$ cat config.mk
export PLATFORM = sky130hd
export DESIGN_NAME = mem_read_arbiter
export DESIGN_NICKNAME = d
export VERILOG_FILES = /design/src/rtl/mem_read_arbiter_pkg.sv /design/src/rtl/mem_read_arbiter_outst.sv /design/src/rtl/mem_read_arbiter.sv
export SDC_FILE = /design/constraint.sdc
export NUM_CORES = 1
export LEC_CHECK = 0
export ABC_AREA = 1
export CAP_MARGIN = 20
export CORE_AREA = 4 4 185 187
export DETAILED_ROUTE_END_ITERATION = 10
export DIE_AREA = 0 0 189 191
export PLACE_DENSITY = 0.56
export SLEW_MARGIN = 5
export SYNTH_ARGS = -nofsm -noshare
export SYNTH_HDL_FRONTEND = slang
export SYNTH_SLANG_ARGS = --single-unit
$ cat constraint.sdc
create_clock -name clk_i -period 5.4 [get_ports clk_i]
set_input_delay 0.81 -clock clk_i [delete_from_list [all_inputs] [get_ports clk_i]]
set_output_delay 0.81 -clock clk_i [all_outputs]
set_load 0.005 [all_outputs]
$ cat src/rtl/mem_read_arbiter_pkg.sv
// Shared types for the memory read arbiter.
//   mem_port_e    : requester identity, also the MSB of the outgoing AXI ID
//   mem_rd_req_t  : registered read request {addr, tid}
//   arb_state_e   : grant FSM states
// The struct layout uses the Def* widths; override the top-level widths
// together with these.
package mem_read_arbiter_pkg;

  localparam int unsigned DefAddrWidth = 64;
  localparam int unsigned DefDataWidth = 128;
  localparam int unsigned DefTidWidth  = 4;
  localparam int unsigned DefMaxOutst  = 7;

  typedef enum logic {
    MEM_PORT_ICACHE = 1'b0,
    MEM_PORT_DCACHE = 1'b1
  } mem_port_e;

  typedef struct packed {
    logic [DefAddrWidth-1:0] addr;
    logic [DefTidWidth-1:0]  tid;
  } mem_rd_req_t;

  typedef enum logic {
    ST_IDLE = 1'b0,
    ST_HOLD = 1'b1
  } arb_state_e;

  function automatic mem_port_e other_port(input mem_port_e p);
    return mem_port_e'(~p);
  endfunction

endpackage

$ cat src/rtl/mem_read_arbiter_outst.sv
// outst_counter: outstanding-read counter for one requester.
//   clk_i, rst_i : clock, async active-high reset
//   inc_i        : request handshake for this port
//   dec_i        : last response beat for this port
//   full_o       : count == MaxOutst
//   empty_o      : count == 0
// Simultaneous inc/dec leaves the count unchanged; decrement at zero is
// illegal and saturates.
module outst_counter #(
  parameter int unsigned MaxOutst = 7
) (
  input  logic clk_i,
  input  logic rst_i,
  input  logic inc_i,
  input  logic dec_i,
  output logic full_o,
  output logic empty_o
);

  localparam int unsigned CntWidth = $clog2(MaxOutst + 1);
  localparam logic [CntWidth-1:0] CntMax = CntWidth'(MaxOutst);

  logic [CntWidth-1:0] cnt_q;

  always_ff @(posedge clk_i or posedge rst_i) begin
    if (rst_i)                                cnt_q <= '0;
    else if (inc_i && !dec_i && !full_o)      cnt_q <= cnt_q + 1'b1;
    else if (dec_i && !inc_i && !empty_o)     cnt_q <= cnt_q - 1'b1;
  end

  assign full_o  = (cnt_q == CntMax);
  assign empty_o = (cnt_q == '0);

  // A last beat with nothing outstanding means the NoC returned a bogus ID.
  a_no_underflow: assert property (@(posedge clk_i) disable iff (rst_i)
    !(dec_i && !inc_i && empty_o));

endmodule

$ cat src/rtl/mem_read_arbiter.sv
// mem_read_arbiter: shares one AXI read channel between I-cache (port 0)
// and D-cache (port 1) refills.
//   clk_i/rst_i          : clock, async active-high reset
//   flush_i/flush_done_o : block new grants; one pulse once fully drained
//   req_*                : per-port request (valid/ready/addr/tid)
//   mem_*  (AR side)     : registered request, id = {port, tid}
//   mem_r* (R side)      : response beats, routed by rid MSB
//   rsp_*                : per-port valid, shared tid/data/last
module mem_read_arbiter
  import mem_read_arbiter_pkg::*;
#(
  parameter int unsigned AddrWidth = DefAddrWidth,
  parameter int unsigned DataWidth = DefDataWidth,
  parameter int unsigned TidWidth  = DefTidWidth,
  parameter int unsigned MaxOutst  = DefMaxOutst
) (
  input  logic                      clk_i,
  input  logic                      rst_i,
  input  logic                      flush_i,
  output logic                      flush_done_o,
  input  logic [1:0]                req_valid_i,
  output logic [1:0]                req_ready_o,
  input  logic [1:0][AddrWidth-1:0] req_addr_i,
  input  logic [1:0][TidWidth-1:0]  req_tid_i,
  output logic                      mem_valid_o,
  input  logic                      mem_ready_i,
  output logic [AddrWidth-1:0]      mem_addr_o,
  output logic [TidWidth:0]         mem_id_o,
  input  logic                      mem_rvalid_i,
  input  logic [TidWidth:0]         mem_rid_i,
  input  logic [DataWidth-1:0]      mem_rdata_i,
  input  logic                      mem_rlast_i,
  output logic [1:0]                rsp_valid_o,
  output logic [TidWidth-1:0]       rsp_tid_o,
  output logic [DataWidth-1:0]      rsp_data_o,
  output logic                      rsp_last_o
);

  arb_state_e  state_q;
  mem_rd_req_t req_q;
  mem_port_e   gnt_q, rr_ptr_q, pick;
  logic        flush_seen_q;
  logic [1:0]  full, empty, elig, inc, dec;
  logic        hs, rsp_port, drain_ok;

  assign elig     = req_valid_i & ~full & {2{~flush_i}};
  assign hs       = (state_q == ST_HOLD) && mem_ready_i;
  assign rsp_port = mem_rid_i[TidWidth];

  // rr_ptr port wins when eligible, otherwise the other one.
  always_comb begin
    pick = rr_ptr_q;
    if (!elig[rr_ptr_q]) pick = other_port(rr_ptr_q);
  end

  always_ff @(posedge clk_i or posedge rst_i) begin
    if (rst_i) begin
      state_q     <= ST_IDLE;
      mem_valid_o <= 1'b0;
      req_q       <= '0;
      gnt_q       <= MEM_PORT_ICACHE;
      rr_ptr_q    <= MEM_PORT_ICACHE;
    end else begin
      case (state_q)
        ST_IDLE: if (|elig) begin
          req_q.addr  <= req_addr_i[pick];
          req_q.tid   <= req_tid_i[pick];
          gnt_q       <= pick;
          mem_valid_o <= 1'b1;
          state_q     <= ST_HOLD;
        end
        // Valid never drops before the handshake, even if flush_i rises.
        ST_HOLD: if (mem_ready_i) begin
          mem_valid_o <= 1'b0;
          rr_ptr_q    <= other_port(gnt_q);
          state_q     <= ST_IDLE;
        end
        default: state_q <= ST_IDLE;
      endcase
    end
  end

  assign mem_addr_o = req_q.addr;
  assign mem_id_o   = {gnt_q, req_q.tid};

  for (genvar p = 0; p < 2; p++) begin : g_port
    assign inc[p]         = hs && (gnt_q == mem_port_e'(p != 0));
    assign dec[p]         = mem_rvalid_i && mem_rlast_i && (rsp_port == (p != 0));
    assign rsp_valid_o[p] = mem_rvalid_i && (rsp_port == (p != 0));

    outst_counter #(.MaxOutst(MaxOutst)) u_cnt (
      .clk_i   (clk_i),
      .rst_i   (rst_i),
      .inc_i   (inc[p]),
      .dec_i   (dec[p]),
      .full_o  (full[p]),
      .empty_o (empty[p])
    );
  end

  // Ready is the handshake itself, steered to the granted port.
  assign req_ready_o = inc;

  assign rsp_tid_o  = mem_rid_i[TidWidth-1:0];
  assign rsp_data_o = mem_rdata_i;
  assign rsp_last_o = mem_rlast_i;

  // Drained: no request held and nothing outstanding on either port.
  assign drain_ok     = flush_i && (state_q == ST_IDLE) && (&empty);
  assign flush_done_o = drain_ok && !flush_seen_q && !rst_i;

  always_ff @(posedge clk_i or posedge rst_i) begin
    if (rst_i)         flush_seen_q <= 1'b0;
    else if (!flush_i) flush_seen_q <= 1'b0;
    else if (drain_ok) flush_seen_q <= 1'b1;
  end

endmodule
==> flow_summary_export.csv <==
group,metric,value,unit
outcome,status,"finished clean",
global_route,grt_pass1_vias,4959,
pwr,switching_share,36.38,%
detailed_routing,ant_nets,0,
clock_tree,hold_buffers,0,
placed_design,dpl_cell_area,0.007159,mm^2
hold_path,worstHoldStart,"mem_addr_o[0]$_DFFE_PP0P_",
cells_and_area,fin_area,0.007483,mm^2
synthesis,synthAdderAreaFrac,0.7238,%
die,core_area,0.03245,mm^2
pwr,power_density,438.5,mW/mm^2
setup_path,path_max_fanout,4,
detailed_routing,viasPerCell,3.707,
clock_tree,clk-insertion-delay-late,0.35,ns
placed_design,gp_congestion,0.7631,
cells_and_area,antenna_cells,0,
clock_tree,cts_buffer_depth,2,
synthesis,seq_area_frac_synth,35.74,%
die,die-area,0.03610,mm^2
pwr,clockPowerShare,21.0,%
setup_path,crit_type,"in -> out",
global_route,grt_pass1_wl,28160,um
synthesis,synth.avg_cell_area,6.854,um^2
synthesis,yosys_warnings,0,
synthesis,ys_types,20,
synthesis,synth-compound-area-share,0.6107,%
global_route,grt_overflow,0,
pwr,combPwrFrac,46.4,%
detailed_routing,firstDrtPassIters,4,
clock_tree,cts_tree,"yes",
die,io_pins,485,
die,die_w,189,um
synthesis,yosys.area_share.simple,30.47,%
synthesis,synth_top_family_by_area,"buffers and inverters",
timing,rsz0062_at_grt,"false",
hold_path,hp-class,"reg -> reg",
pwr,intPower,2.088,mW
cells_and_area,synthToLayoutAreaGrowth,35.29,%
detailed_routing,drc,0,
die,rows,66,
cells_and_area,final_core_util,23.06,%
cells_and_area,drive_above_1_share,3.189,%
cells_and_area,nets,1152,
setup_path,regToRegStartpoint,"g_port[0].u_cnt.cnt_q[0]$_DFFE_PP0P_",
timing,max_freq,0.3262,GHz
clock_tree,cts_resized,0,
synthesis,syn_area,0.005532,mm^2
setup_path,cp_common_cell,"clkdlybuf4s50_1",
setup_path,cp.arrival,2.26,ns
timing,setup_viol,0,
setup_path,slowest_stage,"clkdlybuf4s50_1",
detailed_routing,drtIter0Drc,186,
clock_tree,ctsHtreeMaxLevel,3,
global_route,grt.total_usage,10.07,%
clock_tree,cts.clk_slew.worst_paths,0.06,ns
pwr,p_sw,1.194,mW
setup_path,path_cells,"clkdlybuf4s50_1 > nand2_1 > nor2_1 > nand3_1 > nor3_1 > clkdlybuf4s50_1",
setup_path,worstSetupEndpointType,"primary output",
synthesis,yosys-mux-area-fraction,0,%
timing,layout_min_cycle_time,3.066,ns
timing,whs,0.4777,ns
pwr,p_leak,3.839,nW
detailed_routing,wl_per_cell,13.92,um
die,die_h,191,um
clock_tree,clock-sinks,79,
timing,worst_slew_pin_slew,0.9141,ns
timing,clock_skew,0.01556,ns
clock_tree,numCtsBuffers,9,
synthesis,ys_seq_elements,79,
timing,setup_tns,0,ns
pwr,seqPwrFrac,32.5,%
global_route,antenna_found_initial,1,
timing,drv_slew,0,
setup_path,crit_path_max_incr_delay,0.53,ns
pwr,ir_drop,129.8,uV
timing,max_slew_margin,38.93,%
placed_design,dpl.hpwl,13470,um
synthesis,synthXorXnorAreaFrac,0.3167,%
timing,fin_ws,2.334,ns
placed_design,io_buffers,220,
clock_tree,cts-root-buf,"clkbuf_16",
global_route,grt_max_degree,69,
setup_path,crit_start,"flush_i",
synthesis,synthCells,807,
detailed_routing,wirelength,18380,um
placed_design,dpl_worst_slack,1.999,ns
die,start_util,17.04,%
run,drv_cap,0,
setup_path,start_kind,"primary input",
timing,timing.final.crit_share,56.77,%
synthesis,syn-num-nets,1086,
detailed_routing,via_count,4893,
timing,hold_viol,0,
setup_path,required,4.59,ns
clock_tree,postCtsSetupBuffers,0,
layout make-up:
cell class | count | area (um^2)
fillers | 3614 | 24970
repair buffers | 226 | 2260
flip-flops and latches | 79 | 1977
multi-input cells | 404 | 1794
inverters | 153 | 575.6
well taps | 442 | 553.0
clock buffers | 11 | 242.7
clock inverters | 5 | 81.33
cells in the final DEF, fill, tap and decap left out:
cell type          n
nand2_1          228
clkdlybuf4s50_1  220
inv_1            152
nand3_1          146
dfrtp_1           79
nor2_1            11
clkbuf_16          9
buf_4              5
nand2_2            4
o21ai_0            3
nand4_1            2
clkinv_2           2
xor2_1             2
fa_1               2
bufinv_16          2
nand3_4            1
a21oi_4            1
nand3b_1           1
a21oi_1            1
o21ai_1            1
nor3_1             1
clkinv_4           1
clkinvlp_4         1
clkbuf_8           1
clkbuf_1           1
buf_12             1
critical path: cells and delay by family:
family | cells | cell delay, ns
and+or+nand+nor | 4 | 0.39
buffers and inverters | 2 | 1.05
synthesized netlist by cell type (all sizes together):
master | count | area [um^2]
nand2 | 232 | 878.3
nor3 | 1 | 5.000
xor2 | 2 | 17.52
nand3b | 1 | 7.510
buf | 162 | 1170
clkbuf | 9 | 33.78
nand4 | 2 | 12.51
nand3 | 147 | 740.7
o21ai | 4 | 20.01
fa | 2 | 40.04
nor2 | 11 | 41.29
a21oi | 2 | 13.76
dfrtp | 79 | 1977
inv | 153 | 574.3
flip-flops by register name, indices dropped and copies added (netlist names):
signal              cells
state_q                 1
gnt_q                   1
flush_seen_q            1
rr_ptr_q                1
mem_addr_o             64
mem_id_o                4
g_port.u_cnt.cnt_q      6
mem_valid_o             1
worst paths after layout:
path | end | slack, ns | cells past startpoint
hold reg to reg | mem_addr_o[0]$_DFFE_PP0P_ | 0.48 | 2
hold / removal | mem_addr_o[0]$_DFFE_PP0P_ | 0.48 | 2
max in group asynchronous | mem_addr_o[60]$_DFFE_PP0P_ | 3.45 | 3
setup reg to reg | mem_addr_o[26]$_DFFE_PP0P_ | 2.94 | 6
setup / recovery | flush_done_o | 2.33 | 6
min in group asynchronous | mem_addr_o[20]$_DFFE_PP0P_ | 0.92 | 2
per-stage QoR:
| step | power, mW | cells |
|---|---|---|
| 5_1_grt | 3.576 | 1320 |
| 4_1_cts | 3.378 | 1320 |
| 3_5_place_dp | 2.647 | 1304 |
| 3_3_place_gp | 2.627 | 1304 |
| 2_1_floorplan | 1.832 | 807 |
| 6_report | 3.281 | 1320 |
power groups by stage:
stage	combinational (mW)	clock (mW)	sequential [mW]
after floorplan	0.765	0	1.07
after global placement	1.55	0	1.07
after detailed placement	1.57	0	1.07
after CTS	1.58	0.730	1.07
after global routing	1.71	0.758	1.11
final	1.52	0.690	1.07
logic make-up (layout without fill, tap and decap cells):
kind of cell | count (synthesis) | count (layout)
compound gates | 6 | 6
xor+xnor | 2 | 2
fa+ha+maj | 2 | 2
buf+inv | 324 | 395
flops | 79 | 79
simple gates | 394 | 394
metal layers:
layer	GRT usage (%)	vias to the layer above	part of all wire [%]
met5	0	-	0.060
met4	5.437	2	4.5
met3	3.378	70	8.0
met2	17.69	209	49
met1	10.68	2211	38
li1	-	2401	-
Note: power is estimated with default switching activity, not from simulation.
